## config.mk

```make
export PLATFORM = sky130hd
export DESIGN_NAME = string_writer_flat
export DESIGN_NICKNAME = d
export VERILOG_FILES = /design/src/rtl/string_writer_if.sv /design/src/rtl/string_writer.sv /design/src/flat_wrapper.sv
export SDC_FILE = /design/constraint.sdc
export NUM_CORES = 1
export LEC_CHECK = 0
export BUFFER_PORTS_ARGS = -buffer_cell sky130_fd_sc_hd__buf_4
export CORE_AREA = 5 5 79 100
export CTS_BUF_LIST = sky130_fd_sc_hd__clkbuf_8
export DETAILED_ROUTE_END_ITERATION = 12
export DIE_AREA = 0 0 84 105
export PLACE_DENSITY = 0.78
export SETUP_SLACK_MARGIN = 0.02
export SLEW_MARGIN = 20
export SYNTH_ARGS = -nofsm -noshare
export SYNTH_HDL_FRONTEND = slang
export SYNTH_SLANG_ARGS = --single-unit
```

## constraint.sdc

```tcl
create_clock -name clk -period 5.85 [get_ports clk]
set_input_delay 0 -clock clk [delete_from_list [all_inputs] [get_ports clk]]
set_output_delay 0 -clock clk [all_outputs]
set_load 0.02 [all_outputs]
```

## src/rtl/string_writer_if.sv

```systemverilog
// Command, strings-ROM and text-RAM signals of the string writer.
interface string_writer_if;
    logic        start;
    logic [10:0] str_addr;
    logic [4:0]  dst_row;
    logic [6:0]  dst_col;
    logic [10:0] rom_addr;
    logic [7:0]  rom_data;
    logic        txt_we;
    logic [11:0] txt_addr;
    logic [7:0]  txt_data;
    logic        busy;
    logic        done;
    logic [6:0]  len;

    // Requester plus ROM side: issues commands and returns ROM characters.
    modport master (
        output start, str_addr, dst_row, dst_col, rom_data,
        input  rom_addr, txt_we, txt_addr, txt_data, busy, done, len
    );

    // String writer side.
    modport slave (
        input  start, str_addr, dst_row, dst_col, rom_data,
        output rom_addr, txt_we, txt_addr, txt_data, busy, done, len
    );
endinterface

```

## src/rtl/string_writer.sv

```systemverilog
// Copies a zero-terminated string from the strings ROM into the text RAM
// at a given row/column, one character per cycle, wrapping columns and rows.
//
// state | meaning
// ------+---------------------------------------------------------------
// IDLE  | waiting for start; len holds result of the last copy
// RUN   | reading ROM[ptr] each cycle and writing it until 0, MAX_LEN or
//       | the end of the ROM address space
module string_writer #(
    parameter int COLS    = 80,
    parameter int ROWS    = 30,
    parameter int MAX_LEN = 64
) (
    input logic             clk,
    input logic             reset,
    string_writer_if.slave  bus
);
    localparam logic [7:0] COLS_W  = 8'(COLS);
    localparam logic [5:0] ROWS_W  = 6'(ROWS);
    localparam logic [6:0] COL_MAX = 7'(COLS - 1);
    localparam logic [4:0] ROW_MAX = 5'(ROWS - 1);
    localparam logic [6:0] CNT_MAX = 7'(MAX_LEN);
    localparam logic [11:0] COLS_12 = 12'(COLS);

    typedef enum logic {IDLE, RUN} state_t;

    state_t      state_q, state_d;
    logic [10:0] ptr_q, ptr_d;
    logic [4:0]  row_q, row_d;
    logic [6:0]  col_q, col_d;
    logic [6:0]  cnt_q, cnt_d;
    logic [6:0]  len_q, len_d;
    logic        end_q, end_d;     // last ROM address already consumed
    logic        we_q, we_d;
    logic [11:0] addr_q, addr_d;
    logic [7:0]  data_q, data_d;
    logic        done_q, done_d;
    logic [11:0] lin_addr;

    assign lin_addr = 12'(row_q) * COLS_12 + 12'(col_q);

    // Register all state; reset returns to IDLE with cleared outputs.
    always_ff @(posedge clk) begin
        if (reset) begin
            state_q <= IDLE;
            ptr_q   <= '0;
            row_q   <= '0;
            col_q   <= '0;
            cnt_q   <= '0;
            len_q   <= '0;
            end_q   <= 1'b0;
            we_q    <= 1'b0;
            addr_q  <= '0;
            data_q  <= '0;
            done_q  <= 1'b0;
        end else begin
            state_q <= state_d;
            ptr_q   <= ptr_d;
            row_q   <= row_d;
            col_q   <= col_d;
            cnt_q   <= cnt_d;
            len_q   <= len_d;
            end_q   <= end_d;
            we_q    <= we_d;
            addr_q  <= addr_d;
            data_q  <= data_d;
            done_q  <= done_d;
        end
    end

    // Next-state and next-output decisions for the copy sequencer.
    always_comb begin
        state_d = state_q;
        ptr_d   = ptr_q;
        row_d   = row_q;
        col_d   = col_q;
        cnt_d   = cnt_q;
        len_d   = len_q;
        end_d   = end_q;
        we_d    = 1'b0;
        addr_d  = addr_q;
        data_d  = data_q;
        done_d  = 1'b0;
        case (state_q)
            IDLE: begin
                if (bus.start) begin
                    ptr_d   = bus.str_addr;
                    row_d   = ({1'b0, bus.dst_row} >= ROWS_W) ? 5'd0 : bus.dst_row;
                    col_d   = ({1'b0, bus.dst_col} >= COLS_W) ? 7'd0 : bus.dst_col;
                    cnt_d   = '0;
                    end_d   = 1'b0;
                    state_d = RUN;
                end
            end
            RUN: begin
                if (end_q || bus.rom_data == 8'd0 || cnt_q >= CNT_MAX) begin
                    state_d = IDLE;
                    done_d  = 1'b1;
                    len_d   = cnt_q;
                end else begin
                    we_d   = 1'b1;
                    data_d = bus.rom_data;
                    addr_d = lin_addr;
                    cnt_d  = cnt_q + 7'd1;
                    // Stop at the top of the ROM instead of wrapping to 0.
                    if (ptr_q == 11'h7FF) begin
                        end_d = 1'b1;
                    end else begin
                        ptr_d = ptr_q + 11'd1;
                    end
                    if (col_q == COL_MAX) begin
                        col_d = '0;
                        row_d = (row_q == ROW_MAX) ? 5'd0 : row_q + 5'd1;
                    end else begin
                        col_d = col_q + 7'd1;
                    end
                end
            end
            default: state_d = IDLE;
        endcase
    end

    assign bus.rom_addr = ptr_q;
    assign bus.txt_we   = we_q;
    assign bus.txt_addr = addr_q;
    assign bus.txt_data = data_q;
    assign bus.busy     = (state_q == RUN);
    assign bus.done     = done_q;
    assign bus.len      = len_q;
endmodule

```

## src/flat_wrapper.sv

```systemverilog
// flat-port wrapper written by rule: the top's interface ports become plain ports
module string_writer_flat 
#(
    parameter int COLS    = 80,
    parameter int ROWS    = 30,
    parameter int MAX_LEN = 64
)
  (clk, reset, bus_start, bus_str_addr, bus_dst_row, bus_dst_col, bus_rom_data, bus_rom_addr, bus_txt_we, bus_txt_addr, bus_txt_data, bus_busy, bus_done, bus_len);
  string_writer_if bus_i ();
  input logic clk;
  input logic reset;
  input wire logic [$bits(bus_i.start)-1:0] bus_start;
  input wire logic [$bits(bus_i.str_addr)-1:0] bus_str_addr;
  input wire logic [$bits(bus_i.dst_row)-1:0] bus_dst_row;
  input wire logic [$bits(bus_i.dst_col)-1:0] bus_dst_col;
  input wire logic [$bits(bus_i.rom_data)-1:0] bus_rom_data;
  output wire logic [$bits(bus_i.rom_addr)-1:0] bus_rom_addr;
  output wire logic [$bits(bus_i.txt_we)-1:0] bus_txt_we;
  output wire logic [$bits(bus_i.txt_addr)-1:0] bus_txt_addr;
  output wire logic [$bits(bus_i.txt_data)-1:0] bus_txt_data;
  output wire logic [$bits(bus_i.busy)-1:0] bus_busy;
  output wire logic [$bits(bus_i.done)-1:0] bus_done;
  output wire logic [$bits(bus_i.len)-1:0] bus_len;
  assign bus_i.start = bus_start;
  assign bus_i.str_addr = bus_str_addr;
  assign bus_i.dst_row = bus_dst_row;
  assign bus_i.dst_col = bus_dst_col;
  assign bus_i.rom_data = bus_rom_data;
  assign bus_rom_addr = bus_i.rom_addr;
  assign bus_txt_we = bus_i.txt_we;
  assign bus_txt_addr = bus_i.txt_addr;
  assign bus_txt_data = bus_i.txt_data;
  assign bus_busy = bus_i.busy;
  assign bus_done = bus_i.done;
  assign bus_len = bus_i.len;
  string_writer #(.COLS(COLS), .ROWS(ROWS), .MAX_LEN(MAX_LEN)) u_core (.clk(clk), .reset(reset), .bus(bus_i));
endmodule
```

==> impl_results.md <==
- Status: completed
- Final period utilization: between 30% and 40%
- WP data arrival: around 2.5 ns
- Clock buffer depth: 2
- Layout Area Growth over Synthesis: 28.9%
- Setup-failing EPs final: 0
- DRT Pass-1 Iters: 5
- Mapped Avg Cell Area: 8.16 um2
- Worst Path Required: 6.09 ns
- Clk pin slew, worst setup/hold paths: about 0.070 ns
- Register area share after synthesis: roughly two fifths
- Final hold violations: 0
- Core area: about 6800 um2
- CP endpoint kind: flop
- Worst hold margin: between 0.015 and 0.02 ns
- Tot Pwr: between 1000 and 1500 uW
- Actual slew at the worst max-slew pin: around 0.82 ns
- Most frequent cells in the layout: buf_4 (76), dfxtp_1 (61), nand2_1 (60)
- DRC: 0
- IO Port Bufs: 74
- Final worst path period need: ~2.3 ns
- CTS tree: done
- Num CTS Buffers: 9
- Routed wire length: between 8000 and 9000 um
- Total grt overflow: 0
- Unique masters post-synth: between 50 and 60
- Number of global-route vias before repair: ~3100
- Setup Fix Bufs, Post-CTS: 0
- R2r setup slk: between 3 and 4 ns
- RR Startpoint: u_core.col_q[0]
- IO Count: 75
- PnR worst setup slack: approximately 3.6 ns
- Slew HR: roughly 46%
- Post-synthesis register bit count: 61
- Worst R2R End: u_core.row_q[2]
- Max_cap viols: 0
- H-tree depth: 3
- Drt first-iter violations: around 230
- Top FF cell, synth: dfxtp_1
- Vias per cell: around 5.6
- Pin count of the biggest net entering global routing: 50
- First-pass GRT wire length: about 14000 um
- CP startpoint kind: flop
- Clock Skew: around 0.0084 ns
- Wire length per cell: roughly 15 um
- Die Y: between 100 and 150 um
- Worst reg-to-reg path cell count: 6
- Die Wd: about 84 um
- IR Drop Worst-Case VDD: roughly 180 uV
- Critical path class: reg2reg
- Pre-CTS setup slack: 3.59 ns
- Initial antenna violation count: 0
- Die area: just under 9000 um2
- Clk_lat worst skew: 0.34 ns
- Fin nets: roughly 510
- Mapped Cells: ~380
- EDFF count, synth: 0
- Routability congestion estimate: ~0.8
- Commonest non-fill, non-tap cell in the layout: buf_4
- Worst-path maximum fanout: 11
- GRT Util Overall: between 10% and 20%
- Hold_sp: bus_str_addr[0]
- Via count: 3090
- RSZ-0062 raised after global routing: false
- Final Slew Violations: 0
- Leakage power: roughly 0.0016 uW
- Asr flop ratio synth: 0%
- # rows: 34
- Hold Path Cell Cnt: 4
- Post-DP HPWL: about 5700 um
- Worst min path class: in2reg
- Total power per unit cell area: 261 nW/um2
- Fmax: 0.439 GHz
- CTS root buf: clkbuf_8
- Antenna-violating nets left: 0
- Initial Utilization: approximately 46%
- CTS resizes: 0
- Layout cells sized above 1: ~23%
- Diode count: 0
- Setup_tns: 0 ns
- Mapped Area: roughly 3100 um2
- Synth Warn #: 0
- CTS sink cnt: 61
- Syn_nets: 432
- Core Util, Final: between 50% and 60%
- Worst Hold End: u_core.bus.rom_addr[0]
==> where the power goes <==
part           switching, uW  total, uW  internal, uW
Clock                    175        382           207
Combinational            115        202          87.0
Sequential              25.8        465           439
Total                    315       1050           734
==> area by class of cell <==
cell class	instances	area [um2]
Clock buffer	10	138
Clock inverter	6	61.3
Fill cell	627	2790
Inverter	9	33.8
Multi-Input combinational cell	292	1760
Sequential cell	61	1220
Tap cell	90	113
Timing Repair Buffer	88	691
==> per-stage QoR <==
step / instances / cell area, um2
5_1_grt: 556 / 4020
6_report: 556 / 4020
3_3_place_gp: 528 / 3700
4_1_cts: 556 / 4020
3_5_place_dp: 528 / 3700
2_1_floorplan: 382 / 3120
==> timing repair <==
| action | 4_1_cts | 5_1_grt |
|---|---|---|
| endpoints found under the hold margin | 12 | 0 |
| hold buffers | 12 | 0 |
| setup endpoints to repair | 0 | 0 |
==> worst max-delay path: stages (launching register included) <==
cell and delay (ns):
dfxtp_1 0.40, ha_1 0.21, nand3_1 0.17, or3_1 0.39
o21ai_1 0.58, o21ai_1 0.15, a32o_1 0.29
==> state kept, by name, indices dropped and copies added (netlist names) <==
signal,cells
u_core.bus.txt_addr,12
u_core.cnt_q,7
u_core.end_q,1
u_core.bus.busy,1
u_core.bus.done,1
u_core.col_q,7
u_core.row_q,5
u_core.bus.rom_addr,11
u_core.bus.txt_data,8
u_core.bus.txt_we,1
u_core.bus.len,7
==> worst max-delay path by stage <==
stage | slack [ns] | depth (start not counted) | from | to
3_3_place_gp | 3.68 | 6 | u_core.col_q[0] | u_core.row_q[2]
6_report | 3.57 | 6 | u_core.col_q[0] | u_core.row_q[2]
2_1_floorplan | 3.84 | 6 | u_core.bus.rom_addr[0] | u_core.bus.rom_addr[8]
4_1_cts | 3.50 | 7 | bus_rom_data[4] | u_core.cnt_q[6]
3_5_place_dp | 3.59 | 6 | u_core.col_q[0] | u_core.row_q[2]
5_1_grt | 3.34 | 6 | u_core.col_q[0] | u_core.row_q[2]
==> cell families (layout without fill, tap and decap cells) <==
| kind of cell | after synthesis | count (layout) | synth area share [%] |
|---|---|---|---|
| fa+ha+maj | 16 | 16 | 6.91 |
| xor+xnor | 13 | 13 | 3.65 |
| simple gates | 146 | 146 | 21.7 |
| buf+inv | 29 | 113 | 4.38 |
| flops | 61 | 61 | 39.2 |
| mux | 1 | 1 | 0.321 |
| compound gates | 116 | 116 | 23.9 |
==> cells in the mapped netlist, types with 2 or more instances <==
library cell  number  area share (%)
dfxtp_1           61              39
nand2_1           60             7.2
a21oi_1           50             8.0
nor2_1            33             4.0
o21ai_0           18             2.9
nand3_1           16             2.6
ha_1              14             5.6
clkbuf_1          12             1.4
inv_1              9             1.1
xor2_1             9             2.5
a211oi_1           8             1.9
and3_1             7             1.4
nor3_1             6            0.96
nand2b_1           4            0.80
nor2b_1            4            0.80
o2111ai_1          4             1.1
o21ai_1            4            0.64
xnor2_1            4             1.1
a31oi_1            3            0.60
buf_4              3            0.72
o211a_1            3            0.96
o211ai_1           3            0.72
a21o_1             2            0.48
a32oi_1            2            0.56
a41oi_1            2            0.56
buf_1              2            0.24
buf_6              2            0.72
fa_1               2             1.3
nand3b_1           2            0.48
nor2_2             2            0.40
nor4_1             2            0.40
o21ai_2            2            0.56
o221a_2            2            0.72
o32ai_1            2            0.56
or3_1              2            0.40
or4_4              2            0.72
==> layer usage <==
layer  vias up  share of wire (%)  global-route usage (%)
li1       1528                  -                       -
met1      1437                 42                    22.7
met2       107                 49                    32.9
met3        18                6.7                    5.04
met4         0                2.3                    9.54
met5         -                  0                       0
Power figures use the tool's default switching activity.
